<file path="config.mk">
export PLATFORM = sky130hd
export DESIGN_NAME = sdram_avmm_arbiter_flat
export DESIGN_NICKNAME = d
export VERILOG_FILES = /design/src/rtl/sdram_avmm_arbiter_if.sv /design/src/rtl/sdram_avmm_arbiter.sv /design/src/flat_wrapper.sv
export SDC_FILE = /design/constraint.sdc
export NUM_CORES = 1
export LEC_CHECK = 0
export ABC_AREA = 0
export BUFFER_PORTS_ARGS = -buffer_cell sky130_fd_sc_hd__buf_4
export CORE_AREA = 4 4 109 111
export DETAILED_ROUTE_END_ITERATION = 12
export DIE_AREA = 0 0 113 115
export HOLD_SLACK_MARGIN = 0.1
export PLACE_DENSITY_LB_ADDON = 0.1
export SYNTH_ARGS = -nofsm -noshare
export SYNTH_HDL_FRONTEND = slang
export SYNTH_SLANG_ARGS = --single-unit
</file>
<file path="constraint.sdc">
create_clock -name clk_riscv -period 3 [get_ports clk_riscv]
set_input_delay 0.3 -clock clk_riscv [delete_from_list [all_inputs] [get_ports clk_riscv]]
set_output_delay 0.3 -clock clk_riscv [all_outputs]
set_load 0.1 [all_outputs]
</file>
<file path="src/rtl/sdram_avmm_arbiter_if.sv">
// ============================================================================
// Module   : sdram_avmm_arbiter_if
// Brief    : Avalon-MM pipelined-read bus bundle, one instance per port.
// Revision : 1.0
// ============================================================================
`default_nettype none

interface sdram_avmm_arbiter_if #(
   parameter int ADDR_W = 23,
   parameter int DATA_W = 32
);
   logic [ADDR_W-1:0]   address;
   logic                read;
   logic                write;
   logic [DATA_W-1:0]   writedata;
   logic [DATA_W/8-1:0] byteenable;
   logic                waitrequest;
   logic [DATA_W-1:0]   readdata;
   logic                readdatavalid;

   modport master (
      output address, read, write, writedata, byteenable,
      input  waitrequest, readdata, readdatavalid
   );

   modport slave (
      input  address, read, write, writedata, byteenable,
      output waitrequest, readdata, readdatavalid
   );
endinterface

`default_nettype wire

</file>
<file path="src/rtl/sdram_avmm_arbiter.sv">
// ============================================================================
// Module   : sdram_avmm_arbiter
// Brief    : Two-master round-robin Avalon-MM arbiter with read-ID FIFO.
// Revision : 1.0
// ============================================================================
`default_nettype none

module sdram_avmm_arbiter #(
   parameter int ADDR_W    = 23,
   parameter int DATA_W    = 32,
   parameter int MAX_OUTST = 4
) (
   input  wire                  clk_riscv,
   input  wire                  rst_n,
   sdram_avmm_arbiter_if.slave  m0,
   sdram_avmm_arbiter_if.slave  m1,
   sdram_avmm_arbiter_if.master s,
   output logic                 err_rdv
);

   localparam int C_PTR_W = $clog2(MAX_OUTST);
   localparam int C_CNT_W = C_PTR_W + 1;

   typedef enum logic [1:0] {
      ST_IDLE = 2'd0,
      ST_OWN0 = 2'd1,
      ST_OWN1 = 2'd2
   } state_t;

   state_t               r_state;
   logic                 r_last_gnt;
   logic                 r_err_rdv;
   logic                 r_fifo [MAX_OUTST];
   logic [C_PTR_W-1:0]   r_wptr;
   logic [C_PTR_W-1:0]   r_rptr;
   logic [C_CNT_W-1:0]   r_count;

   logic w_req0, w_req1;
   logic w_own0, w_own1;
   logic w_full, w_empty;
   logic w_sel_rd, w_sel_wr;
   logic w_s_read, w_s_write;
   logic w_present, w_acc;
   logic w_push, w_pop, w_head;

   assign w_req0  = m0.read | m0.write;
   assign w_req1  = m1.read | m1.write;
   assign w_own0  = (r_state == ST_OWN0);
   assign w_own1  = (r_state == ST_OWN1);
   assign w_full  = (r_count == C_CNT_W'(MAX_OUTST));
   assign w_empty = (r_count == '0);

   assign w_sel_rd = (w_own0 & m0.read)  | (w_own1 & m1.read);
   assign w_sel_wr = (w_own0 & m0.write) | (w_own1 & m1.write);

   // Read wins over a simultaneous write; a read blocked by a full FIFO issues nothing.
   assign w_s_read  = w_sel_rd & ~w_full;
   assign w_s_write = w_sel_wr & ~w_sel_rd;
   assign w_present = w_s_read | w_s_write;
   assign w_acc     = w_present & ~s.waitrequest;

   assign s.read       = w_s_read;
   assign s.write      = w_s_write;
   assign s.address    = w_own1 ? m1.address    : m0.address;
   assign s.writedata  = w_own1 ? m1.writedata  : m0.writedata;
   assign s.byteenable = w_own1 ? m1.byteenable : m0.byteenable;

   assign m0.waitrequest = ~(w_own0 & w_acc);
   assign m1.waitrequest = ~(w_own1 & w_acc);

   assign w_push = w_s_read & ~s.waitrequest;
   assign w_pop  = s.readdatavalid & ~w_empty;
   assign w_head = r_fifo[r_rptr];

   assign m0.readdatavalid = w_pop & ~w_head;
   assign m1.readdatavalid = w_pop &  w_head;
   assign m0.readdata      = s.readdata;
   assign m1.readdata      = s.readdata;

   assign err_rdv = r_err_rdv;

   // A presented command holds the grant; an owner with nothing on the bus
   // yields when it withdraws or when the other master is waiting.
   always_ff @(posedge clk_riscv or negedge rst_n) begin
      if (!rst_n) begin
         r_state    <= ST_IDLE;
         r_last_gnt <= 1'b1;
      end else begin
         case (r_state)
            ST_IDLE: begin
               if (w_req0 && (!w_req1 || r_last_gnt)) begin
                  r_state <= ST_OWN0;
               end else if (w_req1) begin
                  r_state <= ST_OWN1;
               end
            end
            ST_OWN0: begin
               if (w_acc) begin
                  r_state    <= ST_IDLE;
                  r_last_gnt <= 1'b0;
               end else if (!w_present && (!w_req0 || w_req1)) begin
                  r_state <= ST_IDLE;
               end
            end
            ST_OWN1: begin
               if (w_acc) begin
                  r_state    <= ST_IDLE;
                  r_last_gnt <= 1'b1;
               end else if (!w_present && (!w_req1 || w_req0)) begin
                  r_state <= ST_IDLE;
               end
            end
            default: r_state <= ST_IDLE;
         endcase
      end
   end

   // Entry holds the issuing master: 0 = m0, 1 = m1.
   always_ff @(posedge clk_riscv or negedge rst_n) begin
      if (!rst_n) begin
         for (int i = 0; i < MAX_OUTST; i++) begin
            r_fifo[i] <= 1'b0;
         end
         r_wptr    <= '0;
         r_rptr    <= '0;
         r_count   <= '0;
         r_err_rdv <= 1'b0;
      end else begin
         if (w_push) begin
            r_fifo[r_wptr] <= w_own1;
            r_wptr         <= r_wptr + C_PTR_W'(1);
         end
         if (w_pop) begin
            r_rptr <= r_rptr + C_PTR_W'(1);
         end
         case ({w_push, w_pop})
            2'b10:   r_count <= r_count + C_CNT_W'(1);
            2'b01:   r_count <= r_count - C_CNT_W'(1);
            default: r_count <= r_count;
         endcase
         if (s.readdatavalid && w_empty) begin
            r_err_rdv <= 1'b1;
         end
      end
   end

endmodule

`default_nettype wire

</file>
<file path="src/flat_wrapper.sv">
// flat-port wrapper written by rule: the top's interface ports become plain ports
module sdram_avmm_arbiter_flat 
#(
   parameter int ADDR_W    = 23,
   parameter int DATA_W    = 32,
   parameter int MAX_OUTST = 4
)
  (clk_riscv, rst_n, err_rdv, m0_address, m0_read, m0_write, m0_writedata, m0_byteenable, m0_waitrequest, m0_readdata, m0_readdatavalid, m1_address, m1_read, m1_write, m1_writedata, m1_byteenable, m1_waitrequest, m1_readdata, m1_readdatavalid, s_address, s_read, s_write, s_writedata, s_byteenable, s_waitrequest, s_readdata, s_readdatavalid);
  sdram_avmm_arbiter_if #(.ADDR_W(ADDR_W), .DATA_W(DATA_W)) m0_i ();
  sdram_avmm_arbiter_if #(.ADDR_W(ADDR_W), .DATA_W(DATA_W)) m1_i ();
  sdram_avmm_arbiter_if #(.ADDR_W(ADDR_W), .DATA_W(DATA_W)) s_i ();
  input  wire clk_riscv;
  input  wire rst_n;
  output logic err_rdv;
  input wire logic [$bits(m0_i.address)-1:0] m0_address;
  input wire logic [$bits(m0_i.read)-1:0] m0_read;
  input wire logic [$bits(m0_i.write)-1:0] m0_write;
  input wire logic [$bits(m0_i.writedata)-1:0] m0_writedata;
  input wire logic [$bits(m0_i.byteenable)-1:0] m0_byteenable;
  output wire logic [$bits(m0_i.waitrequest)-1:0] m0_waitrequest;
  output wire logic [$bits(m0_i.readdata)-1:0] m0_readdata;
  output wire logic [$bits(m0_i.readdatavalid)-1:0] m0_readdatavalid;
  input wire logic [$bits(m1_i.address)-1:0] m1_address;
  input wire logic [$bits(m1_i.read)-1:0] m1_read;
  input wire logic [$bits(m1_i.write)-1:0] m1_write;
  input wire logic [$bits(m1_i.writedata)-1:0] m1_writedata;
  input wire logic [$bits(m1_i.byteenable)-1:0] m1_byteenable;
  output wire logic [$bits(m1_i.waitrequest)-1:0] m1_waitrequest;
  output wire logic [$bits(m1_i.readdata)-1:0] m1_readdata;
  output wire logic [$bits(m1_i.readdatavalid)-1:0] m1_readdatavalid;
  output wire logic [$bits(s_i.address)-1:0] s_address;
  output wire logic [$bits(s_i.read)-1:0] s_read;
  output wire logic [$bits(s_i.write)-1:0] s_write;
  output wire logic [$bits(s_i.writedata)-1:0] s_writedata;
  output wire logic [$bits(s_i.byteenable)-1:0] s_byteenable;
  input wire logic [$bits(s_i.waitrequest)-1:0] s_waitrequest;
  input wire logic [$bits(s_i.readdata)-1:0] s_readdata;
  input wire logic [$bits(s_i.readdatavalid)-1:0] s_readdatavalid;
  assign m0_i.address = m0_address;
  assign m0_i.read = m0_read;
  assign m0_i.write = m0_write;
  assign m0_i.writedata = m0_writedata;
  assign m0_i.byteenable = m0_byteenable;
  assign m0_waitrequest = m0_i.waitrequest;
  assign m0_readdata = m0_i.readdata;
  assign m0_readdatavalid = m0_i.readdatavalid;
  assign m1_i.address = m1_address;
  assign m1_i.read = m1_read;
  assign m1_i.write = m1_write;
  assign m1_i.writedata = m1_writedata;
  assign m1_i.byteenable = m1_byteenable;
  assign m1_waitrequest = m1_i.waitrequest;
  assign m1_readdata = m1_i.readdata;
  assign m1_readdatavalid = m1_i.readdatavalid;
  assign s_address = s_i.address;
  assign s_read = s_i.read;
  assign s_write = s_i.write;
  assign s_writedata = s_i.writedata;
  assign s_byteenable = s_i.byteenable;
  assign s_i.waitrequest = s_waitrequest;
  assign s_i.readdata = s_readdata;
  assign s_i.readdatavalid = s_readdatavalid;
  sdram_avmm_arbiter #(.ADDR_W(ADDR_W), .DATA_W(DATA_W), .MAX_OUTST(MAX_OUTST)) u_core (.clk_riscv(clk_riscv), .rst_n(rst_n), .m0(m0_i), .m1(m1_i), .s(s_i), .err_rdv(err_rdv));
endmodule
</file>
==> results.md, run 1 <==
- Outcome: finished clean
- Largest family of logic cells by synthesized area: simple AND/OR/NAND/NOR gates
- Synth async-reset ratio: 100%
- Tcrit/Tclk final: 81.8%
- Mapped Cells: 337
- # fillers: 1194
- Final Net Count: 622
- DPL Wire Length: 8.01 mm
- Post-CTS Setup Bufs: 0
- Die ar.: 13000 um^2
- H-tree depth: 1
- Met3 wire length: 979 um
- Gpl congestion: 0.820
- Setup TNS: 0 ps
- Final slew viol count: 0
- Syn_area_per_cell: 6.31 um^2
- CP cell instances: and2b_4 > a32oi_2 > a21oi_2 > nand2_1 > buf_4
- Maxcap violations: 0
- Synth unique cells: 35
- Buf/Inv on CP: 1
- Cell taking the most area after synthesis: nand2_1
- Cts bufs inserted: 3
- Residual DRC: 0
- Post-synth top cells: 186 x nand2_1, 64 x buf_4, 14 x dfrtp_1
- Most frequent cell after synthesis: nand2_1
- Met1 Routed Length: 3.69 mm
- Synthesis-to-layout area growth: 54.1%
- Total length of routed met2 wires: 4.61 mm
- Synth Area in Simple Gates: 39.0%
- Seq/Total Area, Yosys: 17.7%
- Fin crit period: 2450 ps
- Clk buf depth: 2
- Share of cells above drive strength 1: 45.7%
- 1st-iter DRT viols: 156
- Via count: 2360
- Worst-Skew Late Latency: 240 ps
- Post-Synth Adder-Cell Area: 3.88%
- Top post-synthesis cells by area: nand2_1 33%, buf_4 23%, dfrtp_1 16%
- Post-synthesis mux area share: 4.36%
- Row count: 38
- Startpoint Class: flip-flop
- CTS root buffer: clkbuf_8
- YS warnings: 0
- Hold_buf cts: 1
- Drt pass-1 iters: 4
- EDFF count, synth: 0
- Worst setup path class: reg -> out
- Die width: 113 um
- CTS clk-pin slew, worst paths: 60 ps
- Antenna violations before repair: 1
- First-pass GRT wire length: 13.4 mm
- Die height: 115 um
- Vias in the first global route: 2226
- Max incr delay on CP: 610 ps
- Uppermost routed layer: met5
- Slowest CP cell: and2b_4
- Slew @ Worst Pin: 523 ps
- DRT antenna net count: 0
- Max FO, Critical Path: 43
- Grt ovf: 0
- Mapped Nets: 501
- GRT Resource Usage Total: 13.1%
- Worst EP arrival: 2150 ps
- Area of the mapped netlist: 2130 um^2
- CP top delay family: simple AND/OR/NAND/NOR gates
- Hold Crit Class: in -> reg
- Synth Area in XOR/XNOR: 2.47%
- Via/cell ratio: 3.95
- Worst Setup End Kind: primary output
- CORE AREA: 10800 um^2
- Post-Route Skew: 0.646 ps
- FMAX: 408 MHz
- Setup violators final: 0
- Final Hold Fails: 0
- Post-CTS Resized: 0
- Top FF cell, synth: dfrtp_1
- Synth top area share: 32.8%
- I/O pins: 288
- Compound-Gate Fraction of Synth Area: 5.30%
- Clock Sinks: 15
- Critical Path RT: 2700 ps
- Port Buf Inserts: 191
- RSZ-0062 raised after global routing: no
- Total length of routed wires: 9.39 mm
- Per-cell routed wire length: 15.7 um
- Flops & latches, synth: 15
- Slew headroom: 65.1%
- # diodes: 0
- Largest net degree at the start of global routing: 46
- CTS tree: built
- Initial cell density of the core: 19.7%
per-layer routing:
layer	vias up	global-route usage [%]
met5	-	0
met4	2	2.56
met3	9	4.95
met2	130	21.9
met1	1015	16.2
li1	1204	-
logic make-up (layout without fill, tap and decap cells):
group / Yosys count / in the layout
AND/OR/NAND/NOR: 202 / 202
buffers and inverters: 88 / 208
flip-flops: 15 / 15
AO/OA/AOI/OAI: 13 / 13
multiplexers: 7 / 7
adder cells (fa/ha/maj): 6 / 6
XOR/XNOR: 6 / 6
through the flow:
stage               cells  hold WS (ps)  area (um^2)  setup slack [ps]  utilization (%)
global route          597           264         3280               380             30.4
floorplan             337          4.41         2130               549                -
global placement      592           173         3220               784             29.9
detailed placement    592           172         3220               744             29.9
finish                597           266         3280               547             30.4
CTS                   597           262         3280               467             30.4
layout by cell type, fill, tap and decap left out, types with 2 or more instances in the layout:
| cell type | count |
|---|---|
| nand3b_4 | 2 |
| dfrtp_1 | 14 |
| clkbuf_8 | 3 |
| buf_4 | 192 |
| nor3_1 | 2 |
| a21o_1 | 2 |
| nor2_1 | 4 |
| xor2_1 | 2 |
| xnor2_1 | 4 |
| ha_1 | 5 |
| o21ai_0 | 4 |
| mux2_1 | 4 |
| nand2_1 | 186 |
| inv_1 | 10 |
registers in the layout, summed over array words and instances, names as in the netlist:
signal / cells
u_core.err_rdv: 1
u_core.r_count: 3
u_core.r_fifo: 4
u_core.r_last_gnt: 1
u_core.r_rptr: 2
u_core.r_state: 2
u_core.r_wptr: 2
final timing paths:
kind / start / endpoint / slack, ps / depth (start not counted)
min in group asynchronous: rst_n / u_core.r_rptr[1] / 450 / 2
worst min-delay path: s_readdatavalid / u_core.err_rdv / 270 / 2
max in group asynchronous: rst_n / u_core.r_last_gnt / 2300 / 2
worst min register to register: u_core.err_rdv / u_core.err_rdv / 460 / 1
worst max-delay path: u_core.r_state[0] / m1_waitrequest / 550 / 5
worst max register to register: u_core.r_state[0] / u_core.r_count[2] / 910 / 9
worst register-to-register path, stage by stage, from the launching register on:
cell,delay [ps]
dfrtp_1,450
nand3b_4,210
a211oi_4,410
inv_1,100
ha_1,220
inv_1,70
fa_1,170
xor2_1,160
nor2_1,70
xor2_1,130
cell type report:
cell class	count	area, um^2	area share (%)
Clock buffer	4	45.0	1.37
Inverter	10	37.5	1.15
Multi-Input combinational cell	234	1170	35.7
Sequential cell	15	377	11.5
Tap cell	140	175	5.35
Timing Repair Buffer	194	1470	44.9
Power of run 1 is not shown: default switching activity piles up to over one toggle a cycle in this logic, so the estimate is an artifact.
==> inputs of run 2 (changes only) <==
Clock period 3 ns to 2.39 ns, I/O delays scaled along.
==> run 2 against run 1 <==
Core utilization grew 0.32 points. First-iteration DRC count shrank 8.3%. Highest routed layer is now met4. Setup slack lost 380 ps. Critical path depth is the same. Sequential cell count is the same. Non-clock buffer count grew 2. Clock skew grew 1.9 ps. Via count shrank 0.72%. Routed wire length grew 4.9%. Sequential share of layout area shrank 0.12 points. Die area is the same. Worst hold slack lost 45 ps.
==> results.md, run 2 (same netlist as run 1, synthesis figures left out) <==
- CORE AREA: 10800 um^2 (unchanged)
- Slowest CP cell: dfrtp_1 (was and2b_4)
- Cell count of the worst reg-to-reg path: 9 (unchanged)
- Maxcap violations: 0 (unchanged)
- Biggest register: u_core.r_fifo (unchanged)
- CTS tree: built (unchanged)
- Reg2reg start: u_core.r_state[0] (unchanged)
- Most common cell after layout, fill and taps aside: buf_4 (unchanged)
- Met2 usage: 23.1% (was 21.9%)
- Hold Path Stages: 2 (unchanged)
- 1st-iter DRT viols: 143 (was 156)
- Final Net Count: 625 (was 622)
- Post-Route Skew: 2.52 ps (was 0.646 ps)
- Row count: 38 (unchanged)
- Cts bufs inserted: 3 (unchanged)
- Worst setup path class: reg -> out (unchanged)
- CP top delay family: simple AND/OR/NAND/NOR gates (unchanged)
- Max incr delay on CP: 540 ps (was 610 ps)
- Final slew viol count: 0 (unchanged)
- Slew @ Worst Pin: 418 ps (was 523 ps)
- Largest regs: u_core.r_fifo x4, u_core.r_count x3 (unchanged)
- DRT antenna net count: 0 (unchanged)
- M3 GR Usage: 5.58% (was 4.95%)
- Gpl congestion: 0.823 (was 0.820)
- Post-CTS Resized: 0 (unchanged)
- M1 GR Usage: 16.4% (was 16.2%)
- RSZ-0062 raised after global routing: no (unchanged)
- Max FFs per register: 4 (unchanged)
- Setup WS pre-CTS: 385 ps (was 744 ps)
- Fin crit period: 2220 ps
- Share of cells above drive strength 1: 45.9% (was 45.7%)
- Via/cell ratio: 3.91 (was 3.95)
- Worst R2R End: u_core.r_count[2] (unchanged)
- Max FO, Critical Path: 19 (was 43)
- Die height: 115 um (unchanged)
- Clk buf depth: 2 (unchanged)
- Most frequent cells in the layout: 193 x buf_4, 186 x nand2_1, 14 x dfrtp_1 (was 192 x buf_4, 186 x nand2_1, 14 x dfrtp_1)
- Die width: 113 um (unchanged)
- Final setup margin: 166 ps (was 547 ps)
- Port Buf Inserts: 191 (unchanged)
- Largest net degree at the start of global routing: 44 (was 46)
- Initial cell density of the core: 19.7% (unchanged)
- CP cell instances: or2b_2 > buf_4 > nand2_1 > nand2_1 > buf_4 (was and2b_4 > a32oi_2 > a21oi_2 > nand2_1 > buf_4)
- Outcome: finished clean (unchanged)
- Final Hold Fails: 0 (unchanged)
- Setup TNS: 0 ps (unchanged)
- Endpoint, Worst Hold: u_core.err_rdv (unchanged)
- DPL Wire Length: 8.23 mm (was 8.01 mm)
- GRT Resource Usage Total: 13.5% (was 13.1%)
- Slew headroom: 72.1% (was 65.1%)
- Tcrit/Tclk final: 93.0%
- Total length of routed wires: 9.85 mm (was 9.39 mm)
- Busiest grt layer: met2 (unchanged)
- # diodes: 0 (unchanged)
- Drt pass-1 iters: 4 (unchanged)
- Clock Sinks: 15 (unchanged)
- Worst-Skew Late Latency: 240 ps (about the same)
- Critical Path RT: 2150 ps (was 2700 ps)
- Vias in the first global route: 2305 (was 2226)
- Final instance area: 3310 um^2 (was 3280 um^2)
- # fillers: 1188 (was 1194)
- I/O pins: 288 (unchanged)
- Post-CTS Setup Bufs: 0 (unchanged)
- Post-DP Area: 3250 um^2 (was 3220 um^2)
- CTS root buffer: clkbuf_8 (unchanged)
- H-tree depth: 1 (unchanged)
- Via count: 2343 (was 2360)
- Per-cell routed wire length: 16.4 um (was 15.7 um)
- Startpoint Class: flip-flop (unchanged)
- Setup violators final: 0 (unchanged)
- Reg-to-reg slack, setup: 410 ps (was 910 ps)
- Hold Crit Class: in -> reg (unchanged)
- CTS clk-pin slew, worst paths: 60 ps (about the same)
- First-pass GRT wire length: 13.8 mm (was 13.4 mm)
- Worst hold start: s_readdatavalid (unchanged)
- FMAX: 450 MHz
- Residual DRC: 0 (unchanged)
- Grt ovf: 0 (unchanged)
- Buf/Inv on CP: 2 (was 1)
- Die ar.: 13000 um^2 (unchanged)
- Worst EP arrival: 1980 ps (was 2150 ps)
- Worst Setup End Kind: primary output (unchanged)
- Antenna violations before repair: 0 (was 1)
- Synthesis-to-layout area growth: 55.8% (was 54.1%)
## run 2: cell count changes in the layout (fill, tap and decap cells not counted)
cell	before	now
buf_4	192	193
buf_12	1	2
and2b_1	0	1
## run 2: worst max path at each step
stage / startpoint / end / depth (start not counted)
floorplan: u_core.r_rptr[0] / m0_readdatavalid / 2
global placement: u_core.r_state[0] / m1_waitrequest / 5
detailed placement: u_core.r_state[0] / m1_waitrequest / 5
CTS: u_core.r_state[0] / m1_waitrequest / 5
global route: u_core.r_state[0] / m1_waitrequest / 5
finish: u_core.r_state[0] / s_address[2] / 5
## run 2: worst register-to-register path: stages (launching register included)
cell,delay (ps)
dfrtp_1,540
nand3b_4,230
a211oi_4,70
inv_1,70
ha_1,170
inv_1,60
fa_1,370
xor2_1,150
nor2_1,110
xor2_1,150
## run 2: cell type report
| type | count | area [um^2] | area share [%] |
|---|---|---|---|
| Clock buffer | 4 | 45.0 | 1.36 |
| Inverter | 10 | 37.5 | 1.13 |
| Multi-Input combinational cell | 235 | 1180 | 35.6 |
| Sequential cell | 15 | 377 | 11.4 |
| Tap cell | 140 | 175 | 5.29 |
| Timing Repair Buffer | 196 | 1500 | 45.3 |
## run 2: what timing repair did
action                     4_1_cts  5_1_grt
hold buffers                     1        0
hold endpoints to repair        15        0
setup endpoints to repair        0        1
## run 2: per-layer routing
metal	vias to the layer above	part of all wire, %
met3	2	11
met4	0	0.41
li1	1211	-
met5	-	0
met1	1003	40
met2	127	49
## run 2: stage by stage
step           hold WS (ps)  std cells  utilization, %
2_1_floorplan         -56.6        337               -
5_1_grt                 223        600            30.7
3_3_place_gp            112        594            30.1
3_5_place_dp            114        594            30.1
4_1_cts                 217        599            30.6
6_report                221        600            30.7
Power of run 2 is left out for the same reason.
